## config.mk

```make
export PLATFORM = sky130hd
export DESIGN_NAME = gpr_wb_queue
export DESIGN_NICKNAME = d
export VERILOG_FILES = /design/src/rtl/gpr_wb_queue.sv
export SDC_FILE = /design/constraint.sdc
export NUM_CORES = 1
export LEC_CHECK = 0
export ABC_AREA = 1
export BUFFER_PORTS_ARGS = -buffer_cell sky130_fd_sc_hd__buf_2
export CAP_MARGIN = 20
export CORE_MARGIN = 3
export CORE_UTILIZATION = 30
export DETAILED_ROUTE_END_ITERATION = 8
export GPL_TIMING_DRIVEN = 0
export PLACE_DENSITY_LB_ADDON = 0.05
export SYNTH_ARGS = -nofsm -noshare
export SYNTH_HDL_FRONTEND = slang
export SYNTH_SLANG_ARGS = --single-unit
export TNS_END_PERCENT = 50
```

## constraint.sdc

```tcl
create_clock -name clk -period 2.2 [get_ports clk]
set_clock_uncertainty 0.1 [all_clocks]
set_input_delay 0 -clock clk [delete_from_list [all_inputs] [get_ports clk]]
set_output_delay 0 -clock clk [all_outputs]
set_load 0.02 [all_outputs]
```

## src/rtl/gpr_wb_queue.sv

```systemverilog
// Writeback queue owning the GPR file write port, with newest-wins read bypass of pending writes.
// Latency: an accepted request is presented on rw/wd3/we3 the next cycle; bypass outputs are combinational.
// Backpressure: in_ready drops when all DEPTH entries are occupied; stall_wb holds the head entry in place.
module gpr_wb_queue #(
    parameter int DEPTH = 4,
    parameter int AW    = 5,
    parameter int DW    = 32
) (
    input  logic                     clk,
    input  logic                     rst_n,
    input  logic                     in_valid,
    output logic                     in_ready,
    input  logic [AW-1:0]            in_rw,
    input  logic [DW-1:0]            in_wd,
    output logic [AW-1:0]            rw,
    output logic [DW-1:0]            wd3,
    output logic                     we3,
    input  logic                     stall_wb,
    input  logic [AW-1:0]            ra,
    input  logic [AW-1:0]            rb,
    output logic                     byp_hit_a,
    output logic                     byp_hit_b,
    output logic [DW-1:0]            byp_data_a,
    output logic [DW-1:0]            byp_data_b,
    output logic [$clog2(DEPTH):0]   count,
    output logic                     empty
);
    localparam int PW = $clog2(DEPTH);
    localparam int CW = PW + 1;

    typedef struct packed {
        logic [AW-1:0] rw;
        logic [DW-1:0] wd;
    } entry_t;

    typedef struct packed {
        logic          hit;
        logic [DW-1:0] data;
    } byp_t;

    entry_t          mem_q [DEPTH];
    entry_t          mem_d [DEPTH];
    logic [PW-1:0]   wp_q, wp_d;
    logic [PW-1:0]   rp_q, rp_d;
    logic [CW-1:0]   count_q, count_d;

    logic            push;
    entry_t          head;
    byp_t            byp_a, byp_b;

    assign in_ready = (count_q != CW'(DEPTH));
    assign empty    = (count_q == '0);
    assign count    = count_q;
    assign we3      = !empty && !stall_wb;
    assign head     = mem_q[rp_q];
    assign rw       = empty ? '0 : head.rw;
    assign wd3      = empty ? '0 : head.wd;

    // Writes to $0 complete the handshake but are never stored.
    assign push = in_valid && in_ready && (in_rw != '0);

    // Walk occupied entries oldest to newest so the newest match overrides older ones.
    function automatic byp_t lookup(input logic [AW-1:0] addr);
        byp_t          res;
        logic [PW-1:0] idx;
        res = '0;
        for (int i = 0; i < DEPTH; i++) begin
            idx = rp_q + PW'(i);
            if ((CW'(i) < count_q) && (addr != '0) && (mem_q[idx].rw == addr)) begin
                res.hit  = 1'b1;
                res.data = mem_q[idx].wd;
            end
        end
        return res;
    endfunction

    // Bypass lookups for both read ports; misses return zero data.
    always_comb begin
        byp_a      = lookup(ra);
        byp_b      = lookup(rb);
        byp_hit_a  = byp_a.hit;
        byp_data_a = byp_a.data;
        byp_hit_b  = byp_b.hit;
        byp_data_b = byp_b.data;
    end

    // Next-state: store on push, retire the head on every register-file write.
    always_comb begin
        mem_d   = mem_q;
        wp_d    = wp_q;
        rp_d    = rp_q;
        count_d = count_q;
        if (push) begin
            mem_d[wp_q] = '{rw: in_rw, wd: in_wd};
            wp_d        = wp_q + PW'(1);
        end
        if (we3) begin
            rp_d = rp_q + PW'(1);
        end
        case ({push, we3})
            2'b10:   count_d = count_q + CW'(1);
            2'b01:   count_d = count_q - CW'(1);
            default: count_d = count_q;
        endcase
    end

    // State registers; reset discards every pending entry immediately.
    always_ff @(posedge clk or negedge rst_n) begin
        if (!rst_n) begin
            for (int i = 0; i < DEPTH; i++) begin
                mem_q[i] <= '0;
            end
            wp_q    <= '0;
            rp_q    <= '0;
            count_q <= '0;
        end else begin
            mem_q   <= mem_d;
            wp_q    <= wp_d;
            rp_q    <= rp_d;
            count_q <= count_d;
        end
    end
endmodule

```

Yosys cells after proc, flatten, opt, wreduce, memory -nomap -nowiden
Cells that the tools add are included.

storage, ports and cells
  register bits = 155
  input bits = 51
  output and inout port bits = 109
  logic and storage cells = 96

operators by class
  $add $sub $neg = 6
  order comparisons = 10
  eq/ne operators = 11
  muxes and demuxes = 26
  bitwise operators = 5
  reduce and logical (&&, ||, !) cells = 27

operators by type and width
  cell                   number
  $mux W37               9
  $bmux W37 S2           4
  $mux W33               8
  $bwmux W148            1
  $demux W37 S2          1
  $eq A5 B5 Y1           8
  $mux W32               1
  $logic_and A1 B1 Y1    20
  $ge A3 B3 Y1 const B   5
  $not A2 Y3             5
  $reduce_bool A5 Y1     3
  $lt A1 B3 Y1 const A   2
  $lt A2 B3 Y1 const A   2
  $pmux W3 S2            1
  $mux W5                1
  $add A2 B1 Y2 const B  2
  $add A2 B2 Y2 const B  2
  $add A3 B1 Y3 const B  1
  $logic_not A3 Y1       1
  $lt A3 B1 Y1 const B   1
  $ne A3 B3 Y1 const B   1
  $sub A3 B1 Y3 const B  1
  $eq A2 B1 Y1 const B   1
  $eq A2 B2 Y1 const B   1
  other kinds (2)        3

Logic depth before layout (Yosys ltp)
  word-level depth = 10
  depth in mapped cells = 18
  depth with buffers taken out = 14

Worst setup path before layout
Ideal clock, no wire load.

  kind = reg-to-reg
  from = register count_q[0] (netlist: count[0])
  to = register count_q[2] (netlist: count[2])
  library setup time = 0.118 ns
  arrival time = 2.106 ns
  data required time = 1.982 ns
  slack = -0.124 ns
  cell stages (with the launch flop) = 11
  buffers on the path = 0
  clock period less this slack = 2.324 ns
  cell sequence = dfrtp_1 inv_1 ha_1 nand2_1 inv_1 nor2_1 ha_1 nor2_1 o21ai_0 xor2_1 inv_1

between the ends
  longest elaborated chain between the ends = 5
  elaborated cells on any way between the ends = 12
  those cells by class = 2 x add/sub; 3 x eq/ne; 1 x mux; 6 x reduce/logical

RTL lines
  what                                                      RTL line  source
  start, declared                                           45        logic [CW-1:0] count_q, count_d;
  start signal, assigned                                    120       count_q <= count_d;
  $logic_not A3 Y1 *                                        52        assign empty = (count_q == '0);
  $logic_not A1 Y1 *                                        54        assign we3 = !empty && !stall_wb;
  $logic_and A1 B1 Y1 *                                     54
  net we3                                                   17        output logic we3,
  $eq A2 B1 Y1 / $eq A2 B2 Y1 (equally long branches)       100       case ({push, we3})
  $pmux W3 S2 / $reduce_bool A2 Y1 (equally long branches)  -

Mark *: on every way through the listed nets, which the timed path passes. The rest lies on a longest branch.
A chain may end at the register's enable or synchronous reset.

Final worst setup path
  from = register rp_q[0]
  to = output port byp_data_b[17]

between the ends
  longest elaborated chain between the ends = 10
  elaborated cells on any way between the ends = 31
  those cells by class = 3 x add/sub; 4 x eq/ne; 16 x mux; 4 x bitwise; 4 x reduce/logical

RTL lines
  what                                                                     RTL line    source
  start, declared                                                          44          logic [PW-1:0] rp_q, rp_d;
  start signal, assigned                                                   119         rp_q <= rp_d;
  $add A2 B1 Y2 / $not A2 Y3 (equally long branches)                       68, 69, 71
  $not A2 Y3 (not written as such) / $bmux W37 S2 (equally long branches)  69, 71
  $bmux W37 S2 / $mux W37 (equally long branches)                          69, 71
  $mux W37 (not written as such)                                           71          res.data = mem_q[idx].wd;
  $mux W37 (not written as such) / $eq A5 B5 Y1 (equally long branches)    71, 69
  $eq A5 B5 Y1 / $logic_and A1 B1 Y1 (equally long branches)               69          if ((CW'(i) < count_q) && (addr != '0) && (mem_q[idx].rw == addr)) begin
  $logic_and A1 B1 Y1 / $mux W33 (equally long branches)                   69
  $mux W33 (2 in series)                                                   69
  $mux W33 *                                                               69
  end, declared                                                            24          output logic [DW-1:0] byp_data_b,

Every way passes the cells marked *; elsewhere a longest branch is shown, timed or not. The select of a mux whose other input is x is not followed.

==> results by group <==
Final layout
  • Share of final-layout standard cells stronger than drive strength 1: 0.336
  • Post-layout net count: 2,616
  • Multi-input logic area: just under 10,000 um^2
  • Sequential cell area: between 3000 and 4000 um^2
  • Post-layout utilization of the core: 0.471
  • Number of fillers in the final layout: 4,511
  • Final design instance area without fill: ~20,000 um^2
  • Synth-to-layout area growth: 54.8%

Placed design
  • Setup Slack @ Placement: -1.03 ns
  • Global placement routability congestion: between 0.9 and 1
  • Placed cell areas: ~15,000 um^2
  • Half-perimeter wire length of the detailed placement result: 45.9 mm
  • Input/output buffers: about 160

Worst hold path
  • Worst hold-check path type: primary input to flip-flop
  • Terminating pin of the worst hold path: mem_q[67]
  • Launch point of the worst hold path: in_wd[30]
  • Worst Hold Path Cells: 4

Worst setup path
  • Worst-path maximum fanout: 7
  • Critical Path RT: roughly 2.1 ns
  • Worst Setup End Kind: output pin
  • Worst Setup Start Kind: flip-flop
  • Worst r2r src: count[1]
  • Crit path arrival time: between 2 and 3 ns
  • Worst reg-to-reg setup slack: 0.17 ns
  • Endpoint of the most critical register-to-register path: count[2]
  • Worst Setup Path Type: flip-flop to output pin
  • R2R cell count: 10

Logic synthesis
  • Gate Count Post-Synth: 2,250
  • Fraction of the mapped netlist area in simple logic gates: 0.401
  • Mux share of post-synthesis cell area: 0
  • Synthesis Warnings: 0
  • Flip-flop and latch count after synthesis: 155
  • Fraction of the yosys area taken by sequential cells: 0.295
  • Avg Cell Area, Syn: 5.84 um^2
  • Synthesized netlist net count: approximately 2,300
  • Dominant combinational cell family by area after synthesis: simple AND/OR/NAND/NOR gates
  • Post-synthesis share of cell area spent on xor and xnor gates: 0.00600
  • Synthesized area: ~13,000 um^2
  • Share of synthesized cell area in full adder, half adder and majority cells: 0.00857
  • Number of different library cells in the post-synthesis netlist: 30
  • Compound-Gate Fraction of Synth Area: 0.165

Route
  • Number of vias per cell after detailed routing: roughly 5.3
  • Routed wire per std cell: ~22 um
  • Router iterations before antenna repair: 5
  • Antenna Nets Post-Route: 0
  • Post-detailed-routing wire length: approximately 70 mm
  • Initial detailed-routing violation count: between 1,500 and 2,000
  • DRC errors left: 0
  • Via count: approximately 17,000

Timing
  • Period Utilization, post-route: 1.36
  • TNS Setup: -52.07 ns
  • Hold violation count in the final report: 0
  • Worst slack on hold paths: 0.262 ns
  • Slew at the pin with the worst max-slew slack: between 0.7 and 0.8 ns
  • Setup ws final: -0.801 ns
  • FMAX: ~330 MHz
  • Max-slew violations: 0
  • RSZ-0062 raised after global routing: true
  • Final setup violation count: 98
  • Post-layout min period: 3.00 ns
  • Headroom to the max-slew limit: 0.470

Clock network
  • CTS sink cnt: roughly 160
  • Clock tree from TritonCTS: done
  • CTS root buffer: clkbuf_16
  • H-tree depth reported by CTS: 4
  • Clock transition time at the flip-flop clock pins of the worst setup and hold paths: ~0.070 ns
  • Clock latency on the worst-skew pair: around 0.48 ns
  • Clock Path Buffers: 2
  • CTS buffer count: 17

Power and ir drop
  • Sequential share of power: 0.135
  • Portion of total power attributed to combinational logic: 0.777
  • Static leakage: between 9 and 10 nW
  • Maximum vdd ir drop: between 0.8 and 0.9 mV
  • Switch share: 0.561
  • Pwr per Cell Area: about 1900 nW/um^2
  • Clock network fraction of design power: 0.088
  • Pint: around 0.017 W
  • Switching power summed over all nets: 0.0214 W

Die
  • DIE WIDTH: about 220 um
  • Die footprint: about 46,000 um^2
  • Count of boundary I/O pins: 160
  • Site row count: 76
  • Die Y-Extent: between 200 and 250 um
  • Core Footprint: roughly 43,000 um^2
  • Starting Density: 0.304

Status
  • Result of the run: finished with violations
  • Failing checks: setup timing

Global route
  • GRT overflow: 0
  • Largest net degree at the start of global routing: 100
  • Vias in the first global route: approximately 16,000
  • Total GRT Usage: 0.291
  • Number of antenna violations at the first check in global routing: 0
  • Wire length of the first global-routing pass: 101 mm

Job
  • Number of max-capacitance violations reported: 0
## stage by stage
stage	cells	power, W
2_1_floorplan	2250	0.0182
3_3_place_gp	2994	0.0258
3_5_place_dp	2995	0.0260
4_1_cts	3154	0.0355
5_1_grt	3154	0.0404
6_report	3156	0.0382
## metal layers
metal  vias up  share of wire  GRT usage
li1       7785              -          -
met1      8016           0.43      0.394
met2       736           0.46      0.462
met3       131          0.077     0.0526
met4         0          0.033      0.111
met5         -              0          0
## kinds of logic (layout without fill, tap and decap cells)
| family | Yosys count | count (layout) |
|---|---|---|
| flip-flops | 155 | 155 |
| XOR/XNOR | 9 | 9 |
| AO/OA/AOI/OAI | 428 | 428 |
| buffers and inverters | 363 | 682 |
| AND/OR/NAND/NOR | 1286 | 1286 |
| adder cells (fa/ha/maj) | 9 | 9 |
| other | 0 | 2 |
## cells in the final DEF, fill, tap and decap left out, drive strengths merged, types with 4 or more instances in the layout
| cell | n |
|---|---|
| ha | 9 |
| a21oi | 5 |
| nor2 | 265 |
| clkbuf | 67 |
| buf | 355 |
| xor2 | 7 |
| nand2 | 817 |
| dlygate4sd3 | 41 |
| bufinv | 4 |
| dfrtp | 155 |
| nand3 | 133 |
| nand4 | 65 |
| o21ai | 423 |
| inv | 209 |
## what timing repair did
item | in CTS | in global routing
hold buffers | 41 | 0
resized for setup | 666 | 395
pin swaps | 95 | 165
hold endpoints to repair | 306 | 0
gates cloned | 19 | 3
setup buffers | 70 | 6
endpoints found under the setup margin | 254 | 250
## power groups by stage
stage                     sequential, W  combinational [W]  clock [W]
after floorplan                 0.00488             0.0133          0
after global placement          0.00508             0.0207          0
after detailed placement        0.00511             0.0209          0
after CTS                       0.00510             0.0269    0.00344
after global routing            0.00532             0.0315    0.00354
final                           0.00516             0.0297    0.00337
## critical path: stages (launching register included)
cell and delay, ns:
dfrtp_1 0.34, buf_6 0.14, inv_6 0.04, buf_4 0.13, nand2_4 0.07, nand2_8 0.09, buf_4 0.16, o21ai_4 0.20
o21ai_1 0.08, nor2_1 0.14, nand2_2 0.08, nor2_4 0.20, buf_12 0.17, buf_8 0.13, buf_12 0.12, nor2_1 0.04
nand2_1 0.08, nand2_2 0.07, buf_6 0.13
## flip-flops by register name, summed over array words and instances (netlist names)
| register | flops |
|---|---|
| wp_q | 2 |
| count | 3 |
| mem_q | 148 |
| rp_q | 2 |
## synthesized netlist by cell type (all sizes together)
cell / instances / area [um^2]
nor3: 1 / 5.00
xnor2: 2 / 17.5
dfrtp: 155 / 3880
nand4: 65 / 407
a21oi: 5 / 36.3
nor2: 265 / 1010
inv: 202 / 761
nand3: 133 / 738
ha: 9 / 113
o21ai: 423 / 2130
and2: 1 / 6.26
xor2: 7 / 61.3
nand2: 817 / 3090
nor2b: 2 / 12.5
buf: 105 / 654
clkbuf: 56 / 210
or2: 2 / 12.5
## area by class of cell
| cell class | instances | share of cell area |
|---|---|---|
| clock inverter | 15 | 0.0103 |
| antenna | 2 | 0.000246 |
| timing repair buffer | 294 | 0.149 |
| inverter | 202 | 0.0380 |
| clock buffer | 17 | 0.0209 |
| tap | 585 | 0.0360 |
| multi-input combinational | 1732 | 0.474 |
| buffer | 154 | 0.0806 |
| sequential | 155 | 0.191 |
## worst max-delay path by stage
stage / from / end / slack, ns
after floorplan: count[0] / mem_q[49] / -0.03
after global placement: rst_n / mem_q[81] / -1.67
after detailed placement: count[0] / mem_q[15] / -1.03
after CTS: rp_q[0] / byp_data_b[2] / -0.82
after global routing: rp_q[0] / byp_data_b[31] / -0.91
final: rp_q[0] / byp_data_b[17] / -0.80
No activity file was read; power rests on OpenSTA's default activity.
